`config.mk`:
```
export PLATFORM = sky130hd
export DESIGN_NAME = uart_tx_oversampled
export DESIGN_NICKNAME = d
export VERILOG_FILES = /design/src/rtl/uart_tx_oversampled.sv
export SDC_FILE = /design/constraint.sdc
export NUM_CORES = 1
export LEC_CHECK = 0
export ABC_CLOCK_PERIOD_IN_PS = 1500
export CORE_ASPECT_RATIO = 2
export CORE_MARGIN = 3
export CORE_UTILIZATION = 25
export DETAILED_ROUTE_END_ITERATION = 8
export GPL_TIMING_DRIVEN = 0
export PLACE_DENSITY_LB_ADDON = 0.3
export SLEW_MARGIN = 15
export SYNTH_ARGS = -nofsm -noshare
export SYNTH_HDL_FRONTEND = slang
export SYNTH_SLANG_ARGS = --single-unit
```
`constraint.sdc`:
```
create_clock -name clk -period 1.5 [get_ports clk]
set_clock_uncertainty 0.05 [all_clocks]
set_input_delay 0.375 -clock clk [delete_from_list [all_inputs] [get_ports clk]]
set_output_delay 0.375 -clock clk [all_outputs]
set_load 0.02 [all_outputs]
```
`src/rtl/uart_tx_oversampled.sv`:
```
`default_nettype none
// ----------------------------------------------------------------------------
// uart_tx_oversampled : UART transmitter paced by the shared oversample tick
// Revision 1.0
// ----------------------------------------------------------------------------
module uart_tx_oversampled #(
  parameter int DATA_BITS  = 8,
  parameter int PARITY_EN  = 1,
  parameter int PARITY_ODD = 0,
  parameter int STOP_BITS  = 1,
  parameter int OS_RATE    = 16
) (
  input  logic                 clk,
  input  logic                 rst,
  input  logic                 os_tick,
  input  logic                 tx_valid,
  input  logic [DATA_BITS-1:0] tx_data,
  output logic                 tx_ready,
  output logic                 tx_line,
  output logic                 tx_busy,
  output logic                 tx_done
);

  localparam int              CNT_W       = (OS_RATE > 2) ? $clog2(OS_RATE) : 1;
  localparam logic [CNT_W-1:0] C_OS_LAST  = CNT_W'(OS_RATE - 1);
  localparam logic [3:0]      C_DATA_LAST = 4'(DATA_BITS - 1);
  localparam logic [3:0]      C_STOP_LAST = 4'(STOP_BITS - 1);
  localparam logic            C_ODD       = (PARITY_ODD != 0);
  localparam logic            C_PAR       = (PARITY_EN != 0);

  typedef enum logic [2:0] {
    S_IDLE   = 3'd0,
    S_START  = 3'd1,
    S_DATA   = 3'd2,
    S_PARITY = 3'd3,
    S_STOP   = 3'd4
  } state_t;

  state_t               r_state;
  logic [DATA_BITS-1:0] r_shift;
  logic                 r_parity;
  logic                 r_armed;
  logic [CNT_W-1:0]     r_os_cnt;
  logic [3:0]           r_bit_cnt;
  logic                 w_bit_end;

  // r_armed delays counting until the first tick after acceptance, so the
  // start bit spans between OS_RATE and OS_RATE+1 tick intervals.
  assign w_bit_end = os_tick && r_armed && (r_os_cnt == C_OS_LAST);

  always_ff @(posedge clk) begin
    if (!rst) begin
      r_state   <= S_IDLE;
      r_shift   <= '0;
      r_parity  <= 1'b0;
      r_armed   <= 1'b0;
      r_os_cnt  <= '0;
      r_bit_cnt <= '0;
      tx_line   <= 1'b1;
      tx_ready  <= 1'b1;
      tx_busy   <= 1'b0;
      tx_done   <= 1'b0;
    end else begin
      tx_done <= 1'b0;

      if (r_state != S_IDLE && os_tick) begin
        if (!r_armed)
          r_armed <= 1'b1;
        else if (r_os_cnt == C_OS_LAST)
          r_os_cnt <= '0;
        else
          r_os_cnt <= r_os_cnt + CNT_W'(1);
      end

      case (r_state)
        S_IDLE: begin
          if (tx_valid && tx_ready) begin
            r_shift   <= tx_data;
            r_parity  <= (^tx_data) ^ C_ODD;
            r_os_cnt  <= '0;
            r_armed   <= 1'b0;
            r_bit_cnt <= '0;
            tx_line   <= 1'b0;
            tx_busy   <= 1'b1;
            tx_ready  <= 1'b0;
            r_state   <= S_START;
          end
        end
        S_START: begin
          if (w_bit_end) begin
            tx_line   <= r_shift[0];
            r_shift   <= r_shift >> 1;
            r_bit_cnt <= '0;
            r_state   <= S_DATA;
          end
        end
        S_DATA: begin
          if (w_bit_end) begin
            if (r_bit_cnt == C_DATA_LAST) begin
              r_bit_cnt <= '0;
              if (C_PAR) begin
                tx_line <= r_parity;
                r_state <= S_PARITY;
              end else begin
                tx_line <= 1'b1;
                r_state <= S_STOP;
              end
            end else begin
              r_bit_cnt <= r_bit_cnt + 4'd1;
              tx_line   <= r_shift[0];
              r_shift   <= r_shift >> 1;
            end
          end
        end
        S_PARITY: begin
          if (w_bit_end) begin
            tx_line   <= 1'b1;
            r_bit_cnt <= '0;
            r_state   <= S_STOP;
          end
        end
        S_STOP: begin
          if (w_bit_end) begin
            if (r_bit_cnt == C_STOP_LAST) begin
              tx_done  <= 1'b1;
              tx_busy  <= 1'b0;
              tx_ready <= 1'b1;
              r_state  <= S_IDLE;
            end else begin
              r_bit_cnt <= r_bit_cnt + 4'd1;
            end
          end
        end
        default: begin
          tx_line  <= 1'b1;
          tx_busy  <= 1'b0;
          tx_ready <= 1'b1;
          r_state  <= S_IDLE;
        end
      endcase
    end
  end

endmodule
`default_nettype wire

```
==> flow_metrics.tcl, run 1 <==
set metrics [dict create \
    status "complete, but fails checks" \
    violations "negative setup slack" \
    num-nets-final 210 \
    grt_overflow 0 \
    start_util 0.262 \
    synth_area_um2 1460 \
    synth-main-ff-cell "dfxtp_1" \
    drcViolationCount 0 \
    drt_iter0_drc 23 \
    synth_seq_area_share 0.343 \
    max_freq_mhz 612 \
    clkLatencyLatePin_ps 270 \
    rows 38 \
    hold_path.class "reg -> reg" \
    n_antenna_cell 0 \
    synthCells 167 \
    synth_top_cell_by_area "dfxtp_1" \
    setup_viol 16 \
    hold_viol_final 0 \
    drv_cap 0 \
    worstPathArrival_ps 1740 \
    drive_gt1_frac 0.314 \
    slowest_stage "dfxtp_2" \
    critPathMaxStageDelay_ps 350 \
    wl_per_cell_um 16.0 \
    num-fill-cells 557 \
    slew_headroom 0.670 \
    ys_async_sr_fraction 0 \
    pwr_density_cell_nw_per_um2 758 \
    dieHeight_um 114 \
    required_ps 1610 \
    dp_hpwl_um 2990 \
    gp_congestion 0.801 \
    first_global_vias 1438 \
    grt_pass1_wl_um 6700 \
    yosys_warnings 0 \
    tightest_slew_ps 493 \
    numClockSinks 25 \
    cts_buffers 3 \
    crit_start "r_bit_cnt[0]" \
    worstHoldStart "r_os_cnt[0]" \
    crit_fanout 7 \
    synthDistinctLibCells 48 \
    io_pins 16 \
    tns_ps -1580 \
    synth_seq_cells 25 \
    rsz0062_at_grt "yes" \
    vdd_drop_max_mv 0.519 \
    ant_nets 0 \
    end_kind "register" \
    cts.path.max_buffers 2 \
    die_w_um 60.0 \
    ctsHoldBuffers 0 \
    antenna_found_initial 0 \
    cts_tree "built" \
    reg2reg_from "r_bit_cnt[0]" \
    crit_chain "ha_2 > and3b_2 > o211ai_4 > and3_4 > buf_6 > a211oi_1" \
    critical_path_class "reg -> reg" \
    cts.htree.levels 1 \
    p_leak_nw 0.701 \
    gr-usage-all-layers 0.128 \
    via_per_inst 5.42 \
    syn_area_per_cell_um2 8.74 \
    die_area_um2 6850 \
    synth_commonest_cells "dfxtp_1 (25), a21oi_1 (11), nand2_1 (11)" \
    core-area_um2 5560 \
    routed_wl_um 4070 \
    worst_slack_ps -133 \
    rrSetupSlack_ps -130 \
    syn_nets 182 \
    ys_top_cells_by_area "dfxtp_1 (34%), mux2i_1 (6.9%), xnor2_1 (4.8%), a211oi_1 (4.1%), a21oi_1 (3.8%)" \
    grt_max_degree 16 \
    clk_pin_slew_ps 90 \
    maxSlewViolCount 0 \
    yosys.cell_count.top_type "dfxtp_1" \
    place_ws_ps -553 \
    min_period_over_period 1.09 \
    yosysTopAreaCellShare 0.343 \
    via_count 1377 \
    area_growth_pct 39.4 \
    startpoint_type "register" \
    cts-root-buf "clkbuf_8" \
    synth_edf_count 0 \
    first_pass_iters 4 \
    timing.final.crit_period_ps 1630 \
    port_buffers 15 \
]
placed cells by master (no fill, tap or decap), types with 6 or more instances in the layout:
master,Yosys,final
o211ai_1,7,7
a21oi_1,11,10
xnor2_1,8,8
clkdlybuf4s50_1,0,9
dfxtp_1,25,19
nor2_1,7,6
inv_1,7,6
dfxtp_2,0,6
mux2i_1,10,10
a31oi_1,7,7
o21ai_0,9,6
nand2_1,11,10
buf_4,1,6
cell type report:
class,instances,area (um2),share of cell area
Inverter,7,26.3,0.0129
Buffer,7,60.1,0.0295
Timing Repair Buffer,23,233,0.114
Tap cell,60,75.1,0.0369
Sequential cell,25,508,0.250
Clock buffer,3,41.3,0.0203
Multi-Input combinational cell,128,1080,0.533
Clock inverter,1,7.51,0.00369
per-layer routing:
metal,part of all wire,routed length (um),global-route usage,up-vias
met5,0,0,0,-
met4,0.027,111,0.0695,0
met3,0.035,143,0.0147,9
met2,0.56,2300,0.232,35
met1,0.37,1520,0.136,649
li1,-,-,-,684
power breakdown:
part	internal, mW	leakage, nW	switching, mW
Clock	0.189	0.0217	0.226
Sequential	0.700	0.206	0.0307
Combinational	0.198	0.474	0.201
timing repair:
action / in CTS / in global routing
pin swaps: 2 / 4
buffers inserted: 6 / 2
resized for setup: 33 / 18
endpoints found under the setup margin: 27 / 25
flip-flops by register name, indices dropped and copies added, names as in the netlist:
signal / flops
r_armed: 1
tx_busy: 1
r_state: 3
r_os_cnt: 4
r_shift: 8
r_bit_cnt: 4
r_parity: 1
tx_line: 1
tx_done: 1
tx_ready: 1
logic make-up after synthesis:
family                   synth area share
AO/OA/AOI/OAI                       0.281
buffers and inverters              0.0411
AND/OR/NAND/NOR                     0.173
XOR/XNOR                           0.0600
adder cells (fa/ha/maj)            0.0257
multiplexers                       0.0763
flip-flops                          0.343
path summary, 6_finish.rpt:
path,endpoint,cells past startpoint
setup reg to reg,r_shift[0],6
hold reg to reg,r_os_cnt[0],2
hold / removal,r_os_cnt[0],2
setup / recovery,r_shift[0],6
metrics by stage:
| stage | utilization | power [mW] | hold WS (ps) | cell area, um2 | std cells |
|---|---|---|---|---|---|
| after floorplan | - | 0.964 | 416 | 1530 | 167 |
| after global placement | 0.315 | 1.07 | 427 | 1750 | 242 |
| after detailed placement | 0.315 | 1.07 | 443 | 1750 | 242 |
| after CTS | 0.350 | 1.54 | 463 | 1950 | 252 |
| after global routing | 0.366 | 1.63 | 463 | 2040 | 254 |
| final | 0.366 | 1.54 | 440 | 2040 | 254 |
worst max-delay path: cells and delay by family, from the launching register on:
| kind | cells | cell delay, ps |
|---|---|---|
| simple gates | 2 | 470 |
| compound gates | 2 | 320 |
| buf+inv | 1 | 130 |
| fa+ha+maj | 1 | 190 |
| flops | 1 | 350 |
Note: power is estimated with default switching activity, not from simulation.
==> run 2: changes to the inputs <==
--- a/config.mk
+++ b/config.mk
@@ -9,6 +9,7 @@
 export CORE_ASPECT_RATIO = 2
 export CORE_MARGIN = 3
 export CORE_UTILIZATION = 25
+export CTS_CLUSTER_SIZE = 20
 export DETAILED_ROUTE_END_ITERATION = 8
 export GPL_TIMING_DRIVEN = 0
 export PLACE_DENSITY_LB_ADDON = 0.3
==> results of run 2 <==
No change in the layout: final DEF, timing and power equal those of run 1.
==> run 3: changes to the inputs <==
--- a/config.mk
+++ b/config.mk
@@ -6,7 +6,6 @@
 export NUM_CORES = 1
 export LEC_CHECK = 0
 export ABC_CLOCK_PERIOD_IN_PS = 1500
-export CORE_ASPECT_RATIO = 2
 export CORE_MARGIN = 3
 export CORE_UTILIZATION = 25
 export CTS_CLUSTER_SIZE = 20
==> run 3 against run 2 <==
  * The flow still finishes with violations (negative setup slack)
  * Non-clock buffer count increased by 7
  * Utilization increased by 2.2 points
  * Wire length decreased by 4.4%
  * Critical path depth unchanged
  * Setup slack got worse by 17 ps
  * Cell count increased by 7.5%
  * Critical path type unchanged
  * Largest cell class unchanged
  * Largest power group unchanged
==> flow_metrics.tcl, run 3 (synthesis results as in run 1) <==
set metrics [dict create \
    setup_viol 15 \
    ant_nets 0 \
    multi_input_area_um2 1130 \
    crit_chain "inv_4 > ha_4 > or3b_4 > a21o_1 > a21oi_4 > mux2i_1" \
    startpoint_type "register" \
    maxSlewViolCount 0 \
    slew_headroom 0.708 \
    n_antenna_cell 0 \
    ff2ff_path_depth 6 \
    rsz0062_at_grt "yes" \
    pwr_density_cell_nw_per_um2 721 \
    regArea_um2 522 \
    max_freq_mhz 606 \
    vdd_drop_max_mv 0.508 \
    die_w_um 82.4 \
    antenna_found_initial 0 \
    numClockSinks 25 \
    drv_cap 0 \
    clkLatencyLatePin_ps 270 \
    hold_viol_final 0 \
    rows 27 \
    slowest_stage "or3b_4" \
    wl_per_cell_um 14.3 \
    cts-root-buf "clkbuf_8" \
    dp_hpwl_um 2640 \
    tns_ps -1300 \
    io_pins 16 \
    drive_gt1_frac 0.378 \
    top_regs "r_shift (8), r_bit_cnt (4), r_os_cnt (4)" \
    holdWs_ps 420 \
    violations "negative setup slack" \
    cts.htree.levels 1 \
    drt_iter0_drc 42 \
    start_util 0.262 \
    gp_congestion 0.841 \
    cts_tree "built" \
    holdPathStages 3 \
    cp_top_family "simple AND/OR/NAND/NOR gates" \
    clk_pin_slew_ps 90 \
    core-area_um2 5570 \
    grt_max_degree 15 \
    via_count 1392 \
    port_buffers 15 \
    grt_pass1_wl_um 6440 \
    p_leak_nw 0.752 \
    timing.final.crit_period_ps 1650 \
    area_growth_pct 48.2 \
    num-fill-cells 571 \
    worst_slack_ps -149 \
    via_per_inst 5.10 \
    first_pass_iters 4 \
    layout_commonest_cell "dfxtp_1" \
    critPathMaxStageDelay_ps 410 \
    required_ps 1650 \
    num-nets-final 217 \
    critical_path_class "reg -> reg" \
    dieHeight_um 82.4 \
    gr-usage-all-layers 0.121 \
    cts.path.max_buffers 2 \
    cp.depth 6 \
    dpl_cell_area_um2 1770 \
    most-common-layout-cells "dfxtp_1 (18), buf_4 (11), mux2i_1 (10), nand2_1 (10)" \
    largest_reg_flops 8 \
    final_util 0.388 \
    ctsHoldBuffers 0 \
    worstPathArrival_ps 1800 \
    drcViolationCount 0 \
    cts_buffers 3 \
    min_period_over_period 1.10 \
    tightest_slew_ps 435 \
    hold_path.class "in -> reg" \
    first_global_vias 1349 \
    postLayoutCellArea_um2 2160 \
    end_kind "register" \
    routed_wl_um 3890 \
    top_register "r_shift" \
    crit_fanout 4 \
    die_area_um2 6790 \
    grt_overflow 0 \
    status "complete, but fails checks" \
    worst-path-buf-inv 1 \
]
==> run 3: cell count changes in the layout (fill, tap and decap cells not counted), moves of 3 or more <==
cell / previous run / this run
o21ai_2: 0 / 3
dfxtp_4: 0 / 5
a211oi_1: 4 / 1
dfxtp_2: 6 / 2
ha_4: 0 / 3
buf_4: 6 / 11
a211oi_2: 4 / 7
==> run 3: metrics by stage <==
stage / setup slack [ps] / instances / power, mW
after floorplan: -36.4 / 167 / 0.964
after global placement: -553 / 254 / 1.07
after detailed placement: -575 / 254 / 1.07
after CTS: -144 / 269 / 1.57
after global routing: -223 / 273 / 1.66
final: -149 / 273 / 1.56
==> run 3: cell type report <==
class	count	area share
Buffer	6	0.0243
Clock buffer	3	0.0191
Clock inverter	1	0.00231
Inverter	7	0.0145
Multi-Input combinational cell	128	0.523
Sequential cell	25	0.241
Tap cell	72	0.0416
Timing Repair Buffer	31	0.134
==> run 3: where the power goes <==
group | total (mW) | switching [mW] | internal, mW
registers | 0.726 | 0.0319 | 0.694
clock network | 0.417 | 0.230 | 0.186
logic | 0.418 | 0.210 | 0.208
total | 1.56 | 0.472 | 1.09
==> run 3: tightest hold or removal path, delay by kind of cell <==
kind / cells / cell delay [ps]
AO/OA/AOI/OAI: 1 / 100
buffers and inverters: 1 / 170
AND/OR/NAND/NOR: 1 / 70
==> run 3: routing by layer <==
layer  up-vias  share of wire  GRT usage
li1        704              -          -
met1       658           0.47      0.156
met2        28           0.48      0.210
met3         2          0.046     0.0271
met4         0         0.0031     0.0150
met5         -              0          0
==> run 3: path summary, 6_finish.rpt <==
kind | startpoint | end | slack (ps)
max | r_bit_cnt[0] | r_bit_cnt[1] | -150
max reg2reg | r_bit_cnt[0] | r_bit_cnt[1] | -150
min reg2reg | tx_busy | tx_busy | 460
min | os_tick | r_armed | 420
==> run 3: what timing repair did <==
action                                  in CTS  in global routing
gates cloned                                 0                  0
pin swaps                                   13                 12
gates resized for setup                     46                 25
buffers inserted                            12                  5
endpoints found under the setup margin      25                 23
